File: config.mk
export PLATFORM = sky130hd
export DESIGN_NAME = pipe_stall_ctrl_flat
export DESIGN_NICKNAME = d
export VERILOG_FILES = /design/src/rtl/pipe_stall_ctrl_if.sv /design/src/rtl/pipe_stall_ctrl.sv /design/src/flat_wrapper.sv
export SDC_FILE = /design/constraint.sdc
export NUM_CORES = 1
export LEC_CHECK = 0
export ABC_AREA = 1
export CAP_MARGIN = 30
export CORE_MARGIN = 3
export CORE_UTILIZATION = 63
export CTS_CLUSTER_DIAMETER = 40
export DETAILED_ROUTE_END_ITERATION = 10
export DONT_BUFFER_PORTS = 1
export PLACE_DENSITY_LB_ADDON = 0.25
export SLEW_MARGIN = 20
export SYNTH_ARGS = -nofsm -noshare
export SYNTH_HDL_FRONTEND = slang
export SYNTH_SLANG_ARGS = --single-unit
File: constraint.sdc
create_clock -name i_clk -period 2.2 [get_ports i_clk]
set_input_delay 0.66 -clock i_clk [delete_from_list [all_inputs] [get_ports i_clk]]
set_output_delay 0.66 -clock i_clk [all_outputs]
set_load 0.02 [all_outputs]
File: src/rtl/pipe_stall_ctrl_if.sv
// ---------------------------------------------------------------------------
// pipe_stall_ctrl_if
// Bundles the pipeline-control signals between the hazard detector, the
// fetch/decode datapath and pipe_stall_ctrl.
//   master : drives stall/flush/redirect and the IF/ID-stage inputs,
//            observes PC, IF/ID, ID/EX and the perf counters.
//   slave  : the controller side (pipe_stall_ctrl).
// ---------------------------------------------------------------------------
interface pipe_stall_ctrl_if #(
  parameter int XLEN   = 32,
  parameter int CTRL_W = 8,
  parameter int CNT_W  = 16
);
  logic              stall;
  logic              flush;
  logic [XLEN-1:0]   redirect_pc;
  logic [XLEN-1:0]   imem_instr;
  logic [CTRL_W-1:0] id_ctrl;
  logic [4:0]        id_rs1;
  logic [4:0]        id_rs2;
  logic [4:0]        id_rd;

  logic [XLEN-1:0]   pc;
  logic [XLEN-1:0]   if_id_pc;
  logic [XLEN-1:0]   if_id_instr;
  logic              if_id_valid;
  logic [CTRL_W-1:0] id_ex_ctrl;
  logic [4:0]        id_ex_rs1;
  logic [4:0]        id_ex_rs2;
  logic [4:0]        id_ex_rd;
  logic              id_ex_mem_read;
  logic              id_ex_valid;
  logic [CNT_W-1:0]  stall_cnt;
  logic [CNT_W-1:0]  flush_cnt;

  modport master (
    output stall, flush, redirect_pc, imem_instr, id_ctrl, id_rs1, id_rs2, id_rd,
    input  pc, if_id_pc, if_id_instr, if_id_valid, id_ex_ctrl, id_ex_rs1,
           id_ex_rs2, id_ex_rd, id_ex_mem_read, id_ex_valid, stall_cnt, flush_cnt
  );

  modport slave (
    input  stall, flush, redirect_pc, imem_instr, id_ctrl, id_rs1, id_rs2, id_rd,
    output pc, if_id_pc, if_id_instr, if_id_valid, id_ex_ctrl, id_ex_rs1,
           id_ex_rs2, id_ex_rd, id_ex_mem_read, id_ex_valid, stall_cnt, flush_cnt
  );
endinterface

File: src/rtl/pipe_stall_ctrl.sv
// ---------------------------------------------------------------------------
// pipe_stall_ctrl
// Owns PC, IF/ID and the ID/EX control/tag slice of a 5-stage RV32I pipe.
// Stall holds PC and IF/ID and injects a bubble into ID/EX; flush redirects
// the PC and kills IF/ID and ID/EX. Flush has priority over stall.
// Also counts stall-only cycles and flush cycles (saturating).
// Ports:
//   i_clk    rising-edge clock
//   i_rst_n  asynchronous active-low reset
//   io_bus   pipe_stall_ctrl_if.slave (stall/flush/redirect, IF/ID-stage
//            inputs, PC/IF/ID/ID/EX outputs, perf counters)
// ---------------------------------------------------------------------------
module pipe_stall_ctrl #(
  parameter int              XLEN      = 32,
  parameter int              CTRL_W    = 8,
  parameter logic [XLEN-1:0] RESET_PC  = 32'h0000_0000,
  parameter logic [XLEN-1:0] NOP_INSTR = 32'h0000_0013,
  parameter int              CNT_W     = 16
) (
  input  logic                i_clk,
  input  logic                i_rst_n,
  pipe_stall_ctrl_if.slave    io_bus
);

  logic [XLEN-1:0]   r_pc;
  logic [XLEN-1:0]   r_if_id_pc;
  logic [XLEN-1:0]   r_if_id_instr;
  logic              r_if_id_valid;
  logic [CTRL_W-1:0] r_id_ex_ctrl;
  logic [4:0]        r_id_ex_rs1;
  logic [4:0]        r_id_ex_rs2;
  logic [4:0]        r_id_ex_rd;
  logic              r_id_ex_valid;
  logic [CNT_W-1:0]  r_stall_cnt;
  logic [CNT_W-1:0]  r_flush_cnt;

  logic              w_flush;
  logic              w_stall;
  logic [XLEN-1:0]   w_redirect;
  logic [XLEN-1:0]   w_pc_inc;

  assign w_flush    = io_bus.flush;
  // stall is ignored whenever a flush is taken on the same edge
  assign w_stall    = io_bus.stall & ~io_bus.flush;
  assign w_redirect = {io_bus.redirect_pc[XLEN-1:2], 2'b00};
  assign w_pc_inc   = r_pc + XLEN'(4);

  always_ff @(posedge i_clk or negedge i_rst_n) begin
    if (!i_rst_n) begin
      r_pc          <= RESET_PC;
      r_if_id_pc    <= '0;
      r_if_id_instr <= NOP_INSTR;
      r_if_id_valid <= 1'b0;
      r_id_ex_ctrl  <= '0;
      r_id_ex_rs1   <= '0;
      r_id_ex_rs2   <= '0;
      r_id_ex_rd    <= '0;
      r_id_ex_valid <= 1'b0;
    end else if (w_flush) begin
      r_pc          <= w_redirect;
      r_if_id_pc    <= '0;
      r_if_id_instr <= NOP_INSTR;
      r_if_id_valid <= 1'b0;
      r_id_ex_ctrl  <= '0;
      r_id_ex_rs1   <= '0;
      r_id_ex_rs2   <= '0;
      r_id_ex_rd    <= '0;
      r_id_ex_valid <= 1'b0;
    end else if (w_stall) begin
      // PC and IF/ID hold; one bubble per stalled cycle
      r_id_ex_ctrl  <= '0;
      r_id_ex_rs1   <= '0;
      r_id_ex_rs2   <= '0;
      r_id_ex_rd    <= '0;
      r_id_ex_valid <= 1'b0;
    end else begin
      r_pc          <= w_pc_inc;
      r_if_id_pc    <= r_pc;
      r_if_id_instr <= io_bus.imem_instr;
      r_if_id_valid <= 1'b1;
      // a dead IF/ID slot must not carry decoder control into EX
      r_id_ex_ctrl  <= r_if_id_valid ? io_bus.id_ctrl : '0;
      r_id_ex_rs1   <= io_bus.id_rs1;
      r_id_ex_rs2   <= io_bus.id_rs2;
      r_id_ex_rd    <= io_bus.id_rd;
      r_id_ex_valid <= r_if_id_valid;
    end
  end

  always_ff @(posedge i_clk or negedge i_rst_n) begin
    if (!i_rst_n) begin
      r_stall_cnt <= '0;
      r_flush_cnt <= '0;
    end else begin
      if (w_stall && (r_stall_cnt != '1))
        r_stall_cnt <= r_stall_cnt + 1'b1;
      if (w_flush && (r_flush_cnt != '1))
        r_flush_cnt <= r_flush_cnt + 1'b1;
    end
  end

  assign io_bus.pc             = r_pc;
  assign io_bus.if_id_pc       = r_if_id_pc;
  assign io_bus.if_id_instr    = r_if_id_instr;
  assign io_bus.if_id_valid    = r_if_id_valid;
  assign io_bus.id_ex_ctrl     = r_id_ex_ctrl;
  assign io_bus.id_ex_rs1      = r_id_ex_rs1;
  assign io_bus.id_ex_rs2      = r_id_ex_rs2;
  assign io_bus.id_ex_rd       = r_id_ex_rd;
  // MemRead bit; drops to 0 after a bubble, ending a single load-use stall
  assign io_bus.id_ex_mem_read = r_id_ex_ctrl[7];
  assign io_bus.id_ex_valid    = r_id_ex_valid;
  assign io_bus.stall_cnt      = r_stall_cnt;
  assign io_bus.flush_cnt      = r_flush_cnt;

endmodule

File: src/flat_wrapper.sv
// flat-port wrapper written by rule: the top's interface ports become plain ports
module pipe_stall_ctrl_flat 
#(
  parameter int              XLEN      = 32,
  parameter int              CTRL_W    = 8,
  parameter logic [XLEN-1:0] RESET_PC  = 32'h0000_0000,
  parameter logic [XLEN-1:0] NOP_INSTR = 32'h0000_0013,
  parameter int              CNT_W     = 16
)
  (i_clk, i_rst_n, io_bus_stall, io_bus_flush, io_bus_redirect_pc, io_bus_imem_instr, io_bus_id_ctrl, io_bus_id_rs1, io_bus_id_rs2, io_bus_id_rd, io_bus_pc, io_bus_if_id_pc, io_bus_if_id_instr, io_bus_if_id_valid, io_bus_id_ex_ctrl, io_bus_id_ex_rs1, io_bus_id_ex_rs2, io_bus_id_ex_rd, io_bus_id_ex_mem_read, io_bus_id_ex_valid, io_bus_stall_cnt, io_bus_flush_cnt);
  pipe_stall_ctrl_if #(.XLEN(XLEN), .CTRL_W(CTRL_W), .CNT_W(CNT_W)) io_bus_i ();
  input  logic i_clk;
  input  logic i_rst_n;
  input wire logic [$bits(io_bus_i.stall)-1:0] io_bus_stall;
  input wire logic [$bits(io_bus_i.flush)-1:0] io_bus_flush;
  input wire logic [$bits(io_bus_i.redirect_pc)-1:0] io_bus_redirect_pc;
  input wire logic [$bits(io_bus_i.imem_instr)-1:0] io_bus_imem_instr;
  input wire logic [$bits(io_bus_i.id_ctrl)-1:0] io_bus_id_ctrl;
  input wire logic [$bits(io_bus_i.id_rs1)-1:0] io_bus_id_rs1;
  input wire logic [$bits(io_bus_i.id_rs2)-1:0] io_bus_id_rs2;
  input wire logic [$bits(io_bus_i.id_rd)-1:0] io_bus_id_rd;
  output wire logic [$bits(io_bus_i.pc)-1:0] io_bus_pc;
  output wire logic [$bits(io_bus_i.if_id_pc)-1:0] io_bus_if_id_pc;
  output wire logic [$bits(io_bus_i.if_id_instr)-1:0] io_bus_if_id_instr;
  output wire logic [$bits(io_bus_i.if_id_valid)-1:0] io_bus_if_id_valid;
  output wire logic [$bits(io_bus_i.id_ex_ctrl)-1:0] io_bus_id_ex_ctrl;
  output wire logic [$bits(io_bus_i.id_ex_rs1)-1:0] io_bus_id_ex_rs1;
  output wire logic [$bits(io_bus_i.id_ex_rs2)-1:0] io_bus_id_ex_rs2;
  output wire logic [$bits(io_bus_i.id_ex_rd)-1:0] io_bus_id_ex_rd;
  output wire logic [$bits(io_bus_i.id_ex_mem_read)-1:0] io_bus_id_ex_mem_read;
  output wire logic [$bits(io_bus_i.id_ex_valid)-1:0] io_bus_id_ex_valid;
  output wire logic [$bits(io_bus_i.stall_cnt)-1:0] io_bus_stall_cnt;
  output wire logic [$bits(io_bus_i.flush_cnt)-1:0] io_bus_flush_cnt;
  assign io_bus_i.stall = io_bus_stall;
  assign io_bus_i.flush = io_bus_flush;
  assign io_bus_i.redirect_pc = io_bus_redirect_pc;
  assign io_bus_i.imem_instr = io_bus_imem_instr;
  assign io_bus_i.id_ctrl = io_bus_id_ctrl;
  assign io_bus_i.id_rs1 = io_bus_id_rs1;
  assign io_bus_i.id_rs2 = io_bus_id_rs2;
  assign io_bus_i.id_rd = io_bus_id_rd;
  assign io_bus_pc = io_bus_i.pc;
  assign io_bus_if_id_pc = io_bus_i.if_id_pc;
  assign io_bus_if_id_instr = io_bus_i.if_id_instr;
  assign io_bus_if_id_valid = io_bus_i.if_id_valid;
  assign io_bus_id_ex_ctrl = io_bus_i.id_ex_ctrl;
  assign io_bus_id_ex_rs1 = io_bus_i.id_ex_rs1;
  assign io_bus_id_ex_rs2 = io_bus_i.id_ex_rs2;
  assign io_bus_id_ex_rd = io_bus_i.id_ex_rd;
  assign io_bus_id_ex_mem_read = io_bus_i.id_ex_mem_read;
  assign io_bus_id_ex_valid = io_bus_i.id_ex_valid;
  assign io_bus_stall_cnt = io_bus_i.stall_cnt;
  assign io_bus_flush_cnt = io_bus_i.flush_cnt;
  pipe_stall_ctrl #(.XLEN(XLEN), .CTRL_W(CTRL_W), .RESET_PC(RESET_PC), .NOP_INSTR(NOP_INSTR), .CNT_W(CNT_W)) u_core (.i_clk(i_clk), .i_rst_n(i_rst_n), .io_bus(io_bus_i));
endmodule
; ---- After elaboration in Yosys (flattened, before gate mapping)
; Index checks and enable logic that the tools add are counted.
[word_totals]
regBits = 153
input_bits = 91
elab_cells = 40
[op_classes]
addsub = 3
n_eq_ne = 3
reduce_logical = 2
bitwise_logic = 2
mux = 19
[op_table]
columns = operator, n
row1 = two-way mux 32 bit, 6
row2 = adder 16 x 1 -> 16 bit (second input constant), 2
row3 = adder 32 x 3 -> 32 bit (second input constant), 1
row4 = inequality test 16 bit (second input constant), 2
row5 = two-way mux 5 bit, 6
row6 = two-way mux 8 bit, 3
row7 = two-way mux 1 bit, 4
row8 = logical AND 1 bit, 2
row9 = inequality test 2 bit (second input constant), 1
row10 = bitwise AND 1 bit, 1
row11 = NOT 1 bit, 1

; ---- Depth between registers and ports, before layout
; Gate-level depths: netlist (run 1).
[logic_depth]
word_depth = 4
depth_mapped = 10
mapped_depth_nobuf = 10

; ---- Worst setup path after synthesis (run 1)
; Ideal clock, no wire load.
[synth_timing]
path_type = register -> register
start = register u_core.r_stall_cnt[0], in the netlist u_core.io_bus.stall_cnt[0]
end = register u_core.r_stall_cnt[10], in the netlist u_core.io_bus.stall_cnt[10]
setup_time_ns = 0.123
period_less_slack_ns = 1.721
required_ns = 2.077
arrival_ns = 1.598
slack_ns = 0.479
path_stages_with_launch = 10
path_cell_list = dfrtp_1 > ha_1 > nand3_2 > nor2_1 > nand3_1 > nand2_2 > inv_2 > buf_6 > nand3b_1 > nand2_1
[synth_via]
elab_chain_cells = 2
word_cells_on_any_way = 3
cone_classes = add/sub: 1 / eq/ne: 1 / reduce/logical: 1
[synth_lines]
columns = element, line_no
row1 = start: declaration, pipe_stall_ctrl.sv:34  ; logic [CNT_W-1:0] r_stall_cnt;
row2 = start signal: assignment, pipe_stall_ctrl.sv:96  ; r_stall_cnt <= r_stall_cnt + 1'b1;
row3 = branches (longest 2 deep; another with adder 16 x 1 -> 16 bit), --
; Parallel ways; which one is timed is not known.
; A chain may end at the register's enable or synchronous reset.

; ---- Final worst setup path (run 1)
[layout_timing]
start = register u_core.r_stall_cnt[1], in the netlist u_core.io_bus.stall_cnt[1]
end = register u_core.r_stall_cnt[10], in the netlist u_core.io_bus.stall_cnt[10]
; Same word-level chain as after synthesis.

==> out/metrics.csv, run 1 <==
stage;metric;value;unit
yosys;yosysUniqueCellTypes;37;
finish;post-route-util;71.5;%
clocking;clkSinkCount;150;
sta;final_max_slew_viol_count;0;
worst_hold_path;hp-class;input pin to asynchronous set/reset pin;
detailed_routing;drt_pass1_iterations;5;
detailed_routing;final_antenna_net_count;0;
yosys;synth_top_flop_cell;dfrtp_1;
global_route;track_usage;29.0;%
clocking;clock_latency;0.42;ns
setup_path;cp-start-kind;register;
yosys;synth_edf_count;0;
finish;num_antenna_cells;0;
clocking;htreeDepth;4;
floorplanning;io_pins;245;
clocking;cts-buffers-inserted;17;
pwr;p_leak;3.88;nW
yosys;avgSynthCellArea;8.07;µm²
setup_path;cp.arrival;2.25;ns
placed_design;gp_congestion;0.919;
detailed_routing;drt_iter0_drc;633;
placed_design;dp_slack;0.249;ns
pwr;intPower;0.00486;W
finish;area_growth;9.88;%
detailed_routing;routedWlPerCell;17.7;µm
floorplanning;fp.dieArea;0.0126;mm²
setup_path;r2r_cells;8;
sta;min_period;1.96;ns
pwr;p_switching;0.00241;W
setup_path;regToRegSetupSlack;0.24;ns
yosys;ys_ff_latch;150;
placed_design;numPortBuffers;0;
sta;max_freq;0.511;GHz
clocking;cts_setup_buffers;0;
setup_path;worstPathCellList;ha_1, nand3_2, nor2_1, nand3_1, nand2_2, inv_2, nand3b_1, nand2_1;
pwr;power_frac_seq;50.4;%
global_route;grt_pass1_wl;29.3;mm
placed_design;dp_hpwl;13.0;mm
yosys;synth_cells;882;
sta;layout_setup_ws;0.243;ns
sta;setup_tns;0;ns
pwr;ir_drop;0.569;mV
floorplanning;initial_utilization;65.1;%
yosys;yosysTopAreaCellShare;51.7;%
sta;max_slew.worst_pin.slew;0.742;ns
pwr;pwr-share-clk;37.3;%
sta;fin_hold_ws;-0.0639;ns
outcome;violations;negative hold slack;
sta;slew_headroom;50.5;%
placed_design;placed_cells;1006;
pwr;swShare;33.1;%
yosys;synthTopCellsByCount;nand2_1, dfrtp_1, inv_1;
floorplanning;rows;38;
setup_path;r2r-start;u_core.io_bus.stall_cnt[1];
setup_path;path_max_fanout;23;
global_route;grt_max_degree;151;
yosys;yosysMostFrequentCell;nand2_1;
sta;fin_crit_sh;88.9;%
setup_path;end_kind;register;
finish;n_fill_cell;848;
setup_path;required;2.49;ns
setup_path;rr_endpoint;u_core.io_bus.stall_cnt[10];
yosys;synth_top_cell_by_area;dfrtp_1;
sta;rsz0062_at_grt;no;
yosys;yosysWarnings;0;
outcome;outcome;complete, but fails checks;
detailed_routing;vias_per_cell;5.78;
floorplanning;fp.dieW;112;µm
clocking;cts_tree;done;
flow_run;cap_viol_max_count;0;
yosys;synthTopCellsByArea;dfrtp_1, nand2_1, inv_1;
global_route;antenna_found_initial;0;
floorplanning;die_y;112;µm
floorplanning;fp.coreArea;0.0109;mm²
setup_path;crit_slowest_cell;dfrtp_1;
global_route;grt_overflow;0;
clocking;cts_root_buffer;clkbuf_16;
sta;hold_viol;147;
pwr;power_frac_comb;12.4;%
finish;nets;979;
pwr;power.density;929;mW/mm²
detailed_routing;totalWireLength;18.4;mm
finish;layout.cells.non_filler;1038;
detailed_routing;via_count;5997;
yosys;async_flop_share;100;%
finish;final_layout_size_suffix_gt1_share;7.46;%
yosys;syn_area;0.00712;mm²
yosys;synth-seq-area-share;52.8;%
setup_path;crit_start;u_core.io_bus.stall_cnt[1];
sta;setup_violations;0;
global_route;grt_pass1_vias;5797;
setup_path;crit_type;register to register;
clocking;cts_buffer_depth;2;
detailed_routing;post-route-drc-count;0;
clocking;clkTransAtPathRegs;0.06;ns
clocking;cts_resized;0;
setup_path;cpPeakStageDelay;0.50;ns
sta;fin_skew;0.0114;ns
## layout make-up
class                           count  area (µm²)  share of cell area [%]
Tap cell                          140         175                    2.24
Multi-Input combinational cell    591        2790                    35.7
Sequential cell                   150        3760                    48.0
Clock buffer                       18         439                    5.61
Timing Repair Buffer               17         140                    1.79
Inverter                          108         405                    5.18
Clock inverter                     14         115                    1.47
## logic make-up (layout without fill, tap and decap cells)
logic type,after synthesis,in the layout,share of synthesized area (%)
simple gates,449,449,26.2
flops,150,150,52.8
buf+inv,142,157,8.08
compound gates,123,123,10.6
xor+xnor,14,14,1.72
fa+ha+maj,3,3,0.527
other cells,1,2,0.0527
## through the flow
step                      cell area [µm²]  total power, W
after floorplan                      7120         0.00427
after global placement               7270         0.00453
after detailed placement             7270         0.00460
after CTS                            7820         0.00731
after global routing                 7820         0.00760
final                                7820         0.00727
## how the worst max path moves through the flow
stage	slack, ns	endpoint	depth (start not counted)
2_1_floorplan	0.48	u_core.io_bus.stall_cnt[10]	9
3_3_place_gp	0.34	u_core.io_bus.stall_cnt[10]	8
3_5_place_dp	0.25	u_core.io_bus.stall_cnt[10]	8
4_1_cts	0.25	u_core.io_bus.stall_cnt[10]	8
5_1_grt	0.07	u_core.io_bus.stall_cnt[7]	8
6_report	0.24	u_core.io_bus.stall_cnt[10]	8
## state kept, by name, indices dropped and copies added (netlist names)
register	cells
u_core.io_bus.if_id_pc	31
u_core.io_bus.pc	30
u_core.io_bus.stall_cnt	16
u_core.io_bus.id_ex_rs2	5
u_core.io_bus.flush_cnt	16
u_core.io_bus.if_id_instr	32
u_core.io_bus.id_ex_ctrl	8
u_core.io_bus.id_ex_rs1	5
u_core.io_bus.id_ex_rd	5
u_core.io_bus.if_id_valid	1
u_core.io_bus.id_ex_valid	1
## routing by layer
layer / share of wire, % / global-route usage (%) / vias to the layer above
met5: 0 / 0 / -
met4: 1.9 / 10.1 / 0
met3: 9.4 / 9.06 / 26
met2: 51 / 48.9 / 288
met1: 38 / 35.5 / 2864
li1: - / - / 2819
## layout by cell type (no fill, tap or decap), types with 2 or more instances in the layout
cell type and n:
clkbuf_16 17, conb_1 2, inv_8 2, buf_4 16, clkinv_2 3, a31oi_1 6, nor3_1 15, o22a_1 3
nor2_1 82, nor2_4 2, a22o_1 29, o211ai_1 3, inv_2 5, clkinv_4 3, xor2_1 8, nand3_1 52
dfstp_2 3, dfrtp_1 147, o21ai_1 9, o21ai_0 56, o22ai_1 3, nor4_1 2, nand4_1 8, inv_1 103
nand2_1 272, xnor2_1 6, nand3b_1 6, a21oi_1 13, nor2_2 4, inv_6 5, ha_1 3
## critical path, delay by kind of cell (launching register included)
kind | cells | cell delay [ns]
DFF | 1 | 0.50
adders and majority gates | 1 | 0.27
buffers and inverters | 1 | 0.20
and+or+nand+nor | 6 | 0.87
## power groups by stage
stage / combinational [W] / clock [W] / sequential [W]
3_3_place_gp: 0.000843 / 0 / 0.00369
3_5_place_dp: 0.000892 / 0 / 0.00371
2_1_floorplan: 0.000605 / 0 / 0.00367
5_1_grt: 0.00103 / 0.00287 / 0.00370
4_1_cts: 0.000901 / 0.00275 / 0.00366
6_report: 0.000900 / 0.00271 / 0.00366
Power figures use the tool's default switching activity.
==> run 2: changes to the inputs <==
--- a/config.mk
+++ b/config.mk
@@ -12,7 +12,7 @@
 export CTS_CLUSTER_DIAMETER = 40
 export DETAILED_ROUTE_END_ITERATION = 10
 export DONT_BUFFER_PORTS = 1
-export PLACE_DENSITY_LB_ADDON = 0.25
+export PLACE_DENSITY = 0.78
 export SLEW_MARGIN = 20
 export SYNTH_ARGS = -nofsm -noshare
 export SYNTH_HDL_FRONTEND = slang
==> out/metrics.csv, run 2 (synthesized netlist as in run 1, its figures left out) <==
stage;metric;value;unit
clocking;clock_latency;0.41;ns
clocking;cts_tree;done;
sta;setup_tns;0;ns
floorplanning;fp.coreArea;0.0109;mm²
floorplanning;initial_utilization;65.1;%
clocking;clkTransAtPathRegs;0.06;ns
global_route;track_usage;28.8;%
sta;final_max_slew_viol_count;0;
detailed_routing;final_antenna_net_count;0;
setup_path;cp.arrival;2.23;ns
pwr;intPower;0.00533;W
finish;num_antenna_cells;0;
sta;rsz0062_at_grt;no;
global_route;antenna_found_initial;0;
clocking;cts_root_buffer;clkbuf_16;
detailed_routing;via_count;5972;
floorplanning;io_pins;245;
placed_design;dp_hpwl;12.7;mm
pwr;p_switching;0.00228;W
placed_design;gp_congestion;0.889;
sta;layout_setup_ws;0.259;ns
setup_path;crit_type;register to register;
clocking;htreeDepth;4;
setup_path;path_max_fanout;23;
setup_path;r2r_cells;8;
floorplanning;fp.dieArea;0.0126;mm²
setup_path;end_kind;register;
pwr;power_frac_seq;48.0;%
sta;fin_skew;0.0125;ns
setup_path;cp-start-kind;register;
clocking;cts_resized;0;
worst_hold_path;hp-class;input pin to asynchronous set/reset pin;
floorplanning;fp.dieW;112;µm
sta;hold_viol;147;
finish;final_layout_size_suffix_gt1_share;6.94;%
global_route;grt_overflow;0;
sta;fin_crit_sh;88.2;%
setup_path;required;2.48;ns
pwr;p_leak;3.90;nW
finish;layout_commonest_cell;nand2_1;
clocking;cts_buffer_depth;2;
detailed_routing;vias_per_cell;5.78;
global_route;grt_pass1_vias;5776;
sta;fin_hold_ws;-0.0543;ns
detailed_routing;post-route-drc-count;0;
flow_run;cap_viol_max_count;0;
sta;setup_violations;0;
pwr;swShare;30.0;%
sta;max_slew.worst_pin.slew;0.688;ns
pwr;power_frac_comb;11.9;%
global_route;grt_pass1_wl;29.1;mm
outcome;violations;negative hold slack;
detailed_routing;totalWireLength;18.1;mm
sta;min_period;1.94;ns
detailed_routing;routedWlPerCell;17.5;µm
clocking;cts_setup_buffers;0;
global_route;grt_max_degree;151;
finish;final_cell_mix;nand2_1, dfrtp_1, inv_1, nor2_1, o21ai_0;
outcome;outcome;complete, but fails checks;
placed_design;numPortBuffers;0;
finish;area_growth;10.7;%
floorplanning;rows;38;
clocking;cts-buffers-inserted;17;
sta;slew_headroom;54.1;%
pwr;ir_drop;0.652;mV
sta;max_freq;0.515;GHz
finish;nets;978;
detailed_routing;drt_iter0_drc;812;
pwr;pwr-share-clk;40.2;%
clocking;clkSinkCount;150;
detailed_routing;drt_pass1_iterations;6;
placed_design;dp_slack;0.292;ns
floorplanning;die_y;112;µm
pwr;power.density;966;mW/mm²
finish;largest_reg_flops;32;
## run 2: changes by cell type in the layout (fill, tap and decap cells not counted)
cell | previous run | this run
clkbuf_8 | 1 | 3
clkbuf_1 | 0 | 1
clkinv_2 | 3 | 1
buf_4 | 16 | 15
bufinv_16 | 0 | 4
clkinv_4 | 3 | 1
inv_8 | 2 | 0
clkinvlp_4 | 1 | 2
inv_6 | 5 | 0
## run 2: layout make-up
| cell class | count | area [µm²] |
|---|---|---|
| repair buffers | 16 | 133 |
| fillers | 843 | 3050 |
| clock inverters | 8 | 149 |
| multi-input cells | 591 | 2790 |
| clock buffers | 21 | 470 |
| flip-flops and latches | 150 | 3760 |
| inverters | 108 | 405 |
| well taps | 140 | 175 |
## run 2: worst paths after layout
check / start / to / slack (ns)
setup / recovery: u_core.io_bus.stall_cnt[1] / u_core.io_bus.stall_cnt[4] / 0.26
hold reg to reg: u_core.io_bus.if_id_instr[1] / u_core.io_bus.if_id_instr[1] / 0.59
max in group asynchronous: i_rst_n / u_core.io_bus.if_id_instr[1] / 2.01
min in group i_clk: io_bus_flush / u_core.io_bus.if_id_valid / 0.32
hold / removal: i_rst_n / u_core.io_bus.pc[21] / -0.05
setup reg to reg: u_core.io_bus.stall_cnt[1] / u_core.io_bus.stall_cnt[4] / 0.26
## run 2: metrics by stage
| stage | hold WS [ns] | area, µm² | std cells | utilization [%] | power (W) |
|---|---|---|---|---|---|
| global placement | 0.367 | 7260 | 1005 | 66.4 | 0.00454 |
| floorplan | 0.364 | 7120 | 883 | - | 0.00427 |
| detailed placement | 0.367 | 7260 | 1005 | 66.4 | 0.00459 |
| CTS | -0.0671 | 7880 | 1034 | 72.1 | 0.00764 |
| global route | -0.0808 | 7880 | 1034 | 72.1 | 0.00795 |
| finish | -0.0543 | 7880 | 1034 | 72.1 | 0.00761 |
## run 2: power by group through the flow
stage	Combinational [W]	Clock [W]	Sequential, W
after floorplan	0.000605	0	0.00367
after global placement	0.000853	0	0.00369
after detailed placement	0.000892	0	0.00370
after CTS	0.000901	0.00308	0.00365
after global routing	0.00102	0.00323	0.00370
final	0.000902	0.00306	0.00365
## run 2: layer usage
| metal | track usage (%) | wire, µm | up-vias | share of wire [%] |
|---|---|---|---|---|
| met5 | 0 | 0 | - | 0 |
| met2 | 47.3 | 8940 | 276 | 50 |
| met4 | 10.1 | 432 | 0 | 2.4 |
| met1 | 36.0 | 7020 | 2835 | 39 |
| li1 | - | - | 2822 | - |
| met3 | 9.60 | 1660 | 39 | 9.2 |
## run 2: worst max-delay path: stages, from the launching register on
cell,delay (ns)
dfrtp_1,0.50
ha_1,0.28
nand3_2,0.13
nor2_1,0.21
nand3_1,0.11
nand2_2,0.19
inv_2,0.20
nand3b_1,0.14
nand2_1,0.06
==> run 3: changes to the inputs <==
--- a/config.mk
+++ b/config.mk
@@ -5,7 +5,6 @@
 export SDC_FILE = /design/constraint.sdc
 export NUM_CORES = 1
 export LEC_CHECK = 0
-export ABC_AREA = 1
 export CAP_MARGIN = 30
 export CORE_MARGIN = 3
 export CORE_UTILIZATION = 63
==> out/metrics.csv, run 3 <==
stage;metric;value;unit
sta;layout_setup_ws;0.237;ns
setup_path;required;2.64;ns
setup_path;rr_endpoint;u_core.io_bus.pc[28];
placed_design;gp_congestion;0.838;
setup_path;end_kind;register;
global_route;grt_overflow;0;
setup_path;cp.arrival;2.41;ns
flow_run;cap_viol_max_count;0;
finish;post-route-util;73.0;%
floorplanning;die_y;110;µm
yosys;synth-seq-area-share;55.5;%
worst_hold_path;hp-class;input pin to asynchronous set/reset pin;
yosys;synth_top_cell_by_area;dfrtp_1;
sta;setup_violations;0;
finish;fin_area;0.00757;mm²
sta;max_slew.worst_pin.slew;0.634;ns
yosys;synth_cells;623;
setup_path;regToRegSetupSlack;0.24;ns
yosys;ys_ff_latch;150;
detailed_routing;routedWlPerCell;20.7;µm
setup_path;cp-start-kind;register;
yosys;synthSimpleGateAreaFrac;20.0;%
outcome;outcome;complete, but fails checks;
clocking;cts_buffer_depth;2;
clocking;cts-buffers-inserted;17;
pwr;p_switching;0.00214;W
clocking;htreeDepth;4;
floorplanning;fp.dieW;110;µm
setup_path;path_max_fanout;14;
setup_path;r2r-start;u_core.io_bus.pc[3];
pwr;power.density;929;mW/mm²
yosys;syn_area;0.00677;mm²
floorplanning;initial_utilization;65.3;%
sta;fin_skew;0.00820;ns
floorplanning;rows;37;
pwr;intPower;0.00490;W
global_route;grt_pass1_vias;4851;
global_route;antenna_found_initial;0;
sta;max_freq;0.509;GHz
clocking;cts_tree;done;
floorplanning;fp.coreArea;0.0104;mm²
global_route;grt_max_degree;151;
setup_path;r2r_cells;5;
finish;area_growth;11.8;%
sta;final_max_slew_viol_count;0;
placed_design;dp_hpwl;11.2;mm
outcome;violations;negative hold slack;
pwr;p_leak;3.54;nW
pwr;ir_drop;0.515;mV
yosys;synthTopCellsByCount;dfrtp_1, nor2_1, mux2i_1;
yosys;synth_edf_count;0;
global_route;track_usage;27.3;%
yosys;yosysMostFrequentCell;dfrtp_1;
setup_path;crit_type;register to register;
detailed_routing;drt_pass1_iterations;5;
detailed_routing;totalWireLength;16.4;mm
sta;setup_tns;0;ns
finish;num_antenna_cells;0;
pwr;power_frac_comb;12.0;%
placed_design;dpl_cell_area;0.00704;mm²
finish;final_layout_size_suffix_gt1_share;12.8;%
pwr;pwr-share-clk;37.1;%
clocking;clock_latency;0.52;ns
detailed_routing;final_antenna_net_count;0;
detailed_routing;drt_iter0_drc;536;
yosys;synthAdderAreaFrac;0.554;%
yosys;synthTopCellsByArea;dfrtp_1, mux2i_1, nor2_1;
yosys;synth_top_family_by_area;simple AND/OR/NAND/NOR gates;
yosys;yosysTopAreaCellShare;54.3;%
finish;largest_reg_flops;32;
sta;slew_headroom;57.4;%
clocking;cts_resized;0;
yosys;yosysUniqueCellTypes;56;
yosys;synth_top_flop_cell;dfrtp_1;
finish;nets;737;
global_route;grt_pass1_wl;25.0;mm
placed_design;dp_slack;0.0680;ns
clocking;cts_root_buffer;clkbuf_8;
sta;min_period;1.96;ns
pwr;power_frac_seq;50.9;%
floorplanning;io_pins;245;
detailed_routing;via_count;4953;
placed_design;numPortBuffers;0;
sta;fin_hold_ws;-0.169;ns
yosys;synth_compound_area_share;6.00;%
detailed_routing;vias_per_cell;6.25;
finish;final_cell_mix;dfrtp_1, nor2_1, mux2i_1, buf_4, nand2_1;
yosys;synthMuxAreaShare;10.3;%
clocking;cts_setup_buffers;0;
clocking;clkSinkCount;150;
yosys;avgSynthCellArea;10.9;µm²
pwr;swShare;30.4;%
yosys;synth_xor_area_share;4.40;%
sta;hold_viol;147;
floorplanning;fp.dieArea;0.0120;mm²
sta;rsz0062_at_grt;no;
yosys;async_flop_share;100;%
clocking;clkTransAtPathRegs;0.06;ns
yosys;yosysWarnings;0;
sta;fin_crit_sh;89.2;%
detailed_routing;post-route-drc-count;0;
finish;layout_commonest_cell;dfrtp_1;
[run 3: worst max path at each step]
| stage | cells after the start | end | slack, ns | startpoint |
|---|---|---|---|---|
| after floorplan | 6 | u_core.io_bus.pc[20] | 0.01 | u_core.io_bus.pc[2] |
| after global placement | 4 | u_core.io_bus.pc[28] | 0.12 | io_bus_stall |
| after detailed placement | 4 | u_core.io_bus.pc[30] | 0.07 | io_bus_stall |
| after CTS | 5 | u_core.io_bus.pc[30] | 0.22 | u_core.io_bus.pc[2] |
| after global routing | 5 | u_core.io_bus.pc[26] | 0.14 | u_core.io_bus.pc[2] |
| final | 5 | u_core.io_bus.pc[28] | 0.24 | u_core.io_bus.pc[3] |
[run 3: worst max-delay path: stages, from the launching register on]
cell	delay (ns)
dfrtp_1	0.36
ha_1	0.21
nand4b_4	0.12
or3_4	0.50
or4_1	0.53
a31oi_1	0.17
[run 3: logic make-up after synthesis]
logic type               count (synthesis)
XOR/XNOR                                34
AND/OR/NAND/NOR                        257
AO/OA/AOI/OAI                           63
adder cells (fa/ha/maj)                  3
flip-flops                             150
buffers and inverters                   46
other                                    1
multiplexers                            69
[run 3: area by class of cell]
cell class	count	area (µm²)
fillers	727	2800
inverters	9	33.8
clock inverters	12	106
repair buffers	37	278
flip-flops and latches	150	3760
well taps	136	170
multi-input cells	428	2800
clock buffers	20	425
[run 3: power groups by stage]
stage	clock, W	combinational (W)	sequential (W)
4_1_cts	0.00264	0.000844	0.00359
6_report	0.00261	0.000842	0.00358
5_1_grt	0.00278	0.000936	0.00362
2_1_floorplan	0	0.000526	0.00367
3_3_place_gp	0	0.000803	0.00362
3_5_place_dp	0	0.000838	0.00363
[run 3: stage by stage]
step | total power, W | std cells
after floorplan | 0.00419 | 624
after global placement | 0.00442 | 760
after detailed placement | 0.00447 | 760
after CTS | 0.00707 | 792
after global routing | 0.00733 | 792
final | 0.00704 | 792
[run 3: metal layers]
layer  GRT usage (%)  vias up  part of all wire (%)
li1                -     2231                     -
met1            33.7     2455                    38
met2            45.0      243                    50
met3            9.92       24                    10
met4            8.37        0                   1.7
met5               0        -                     0
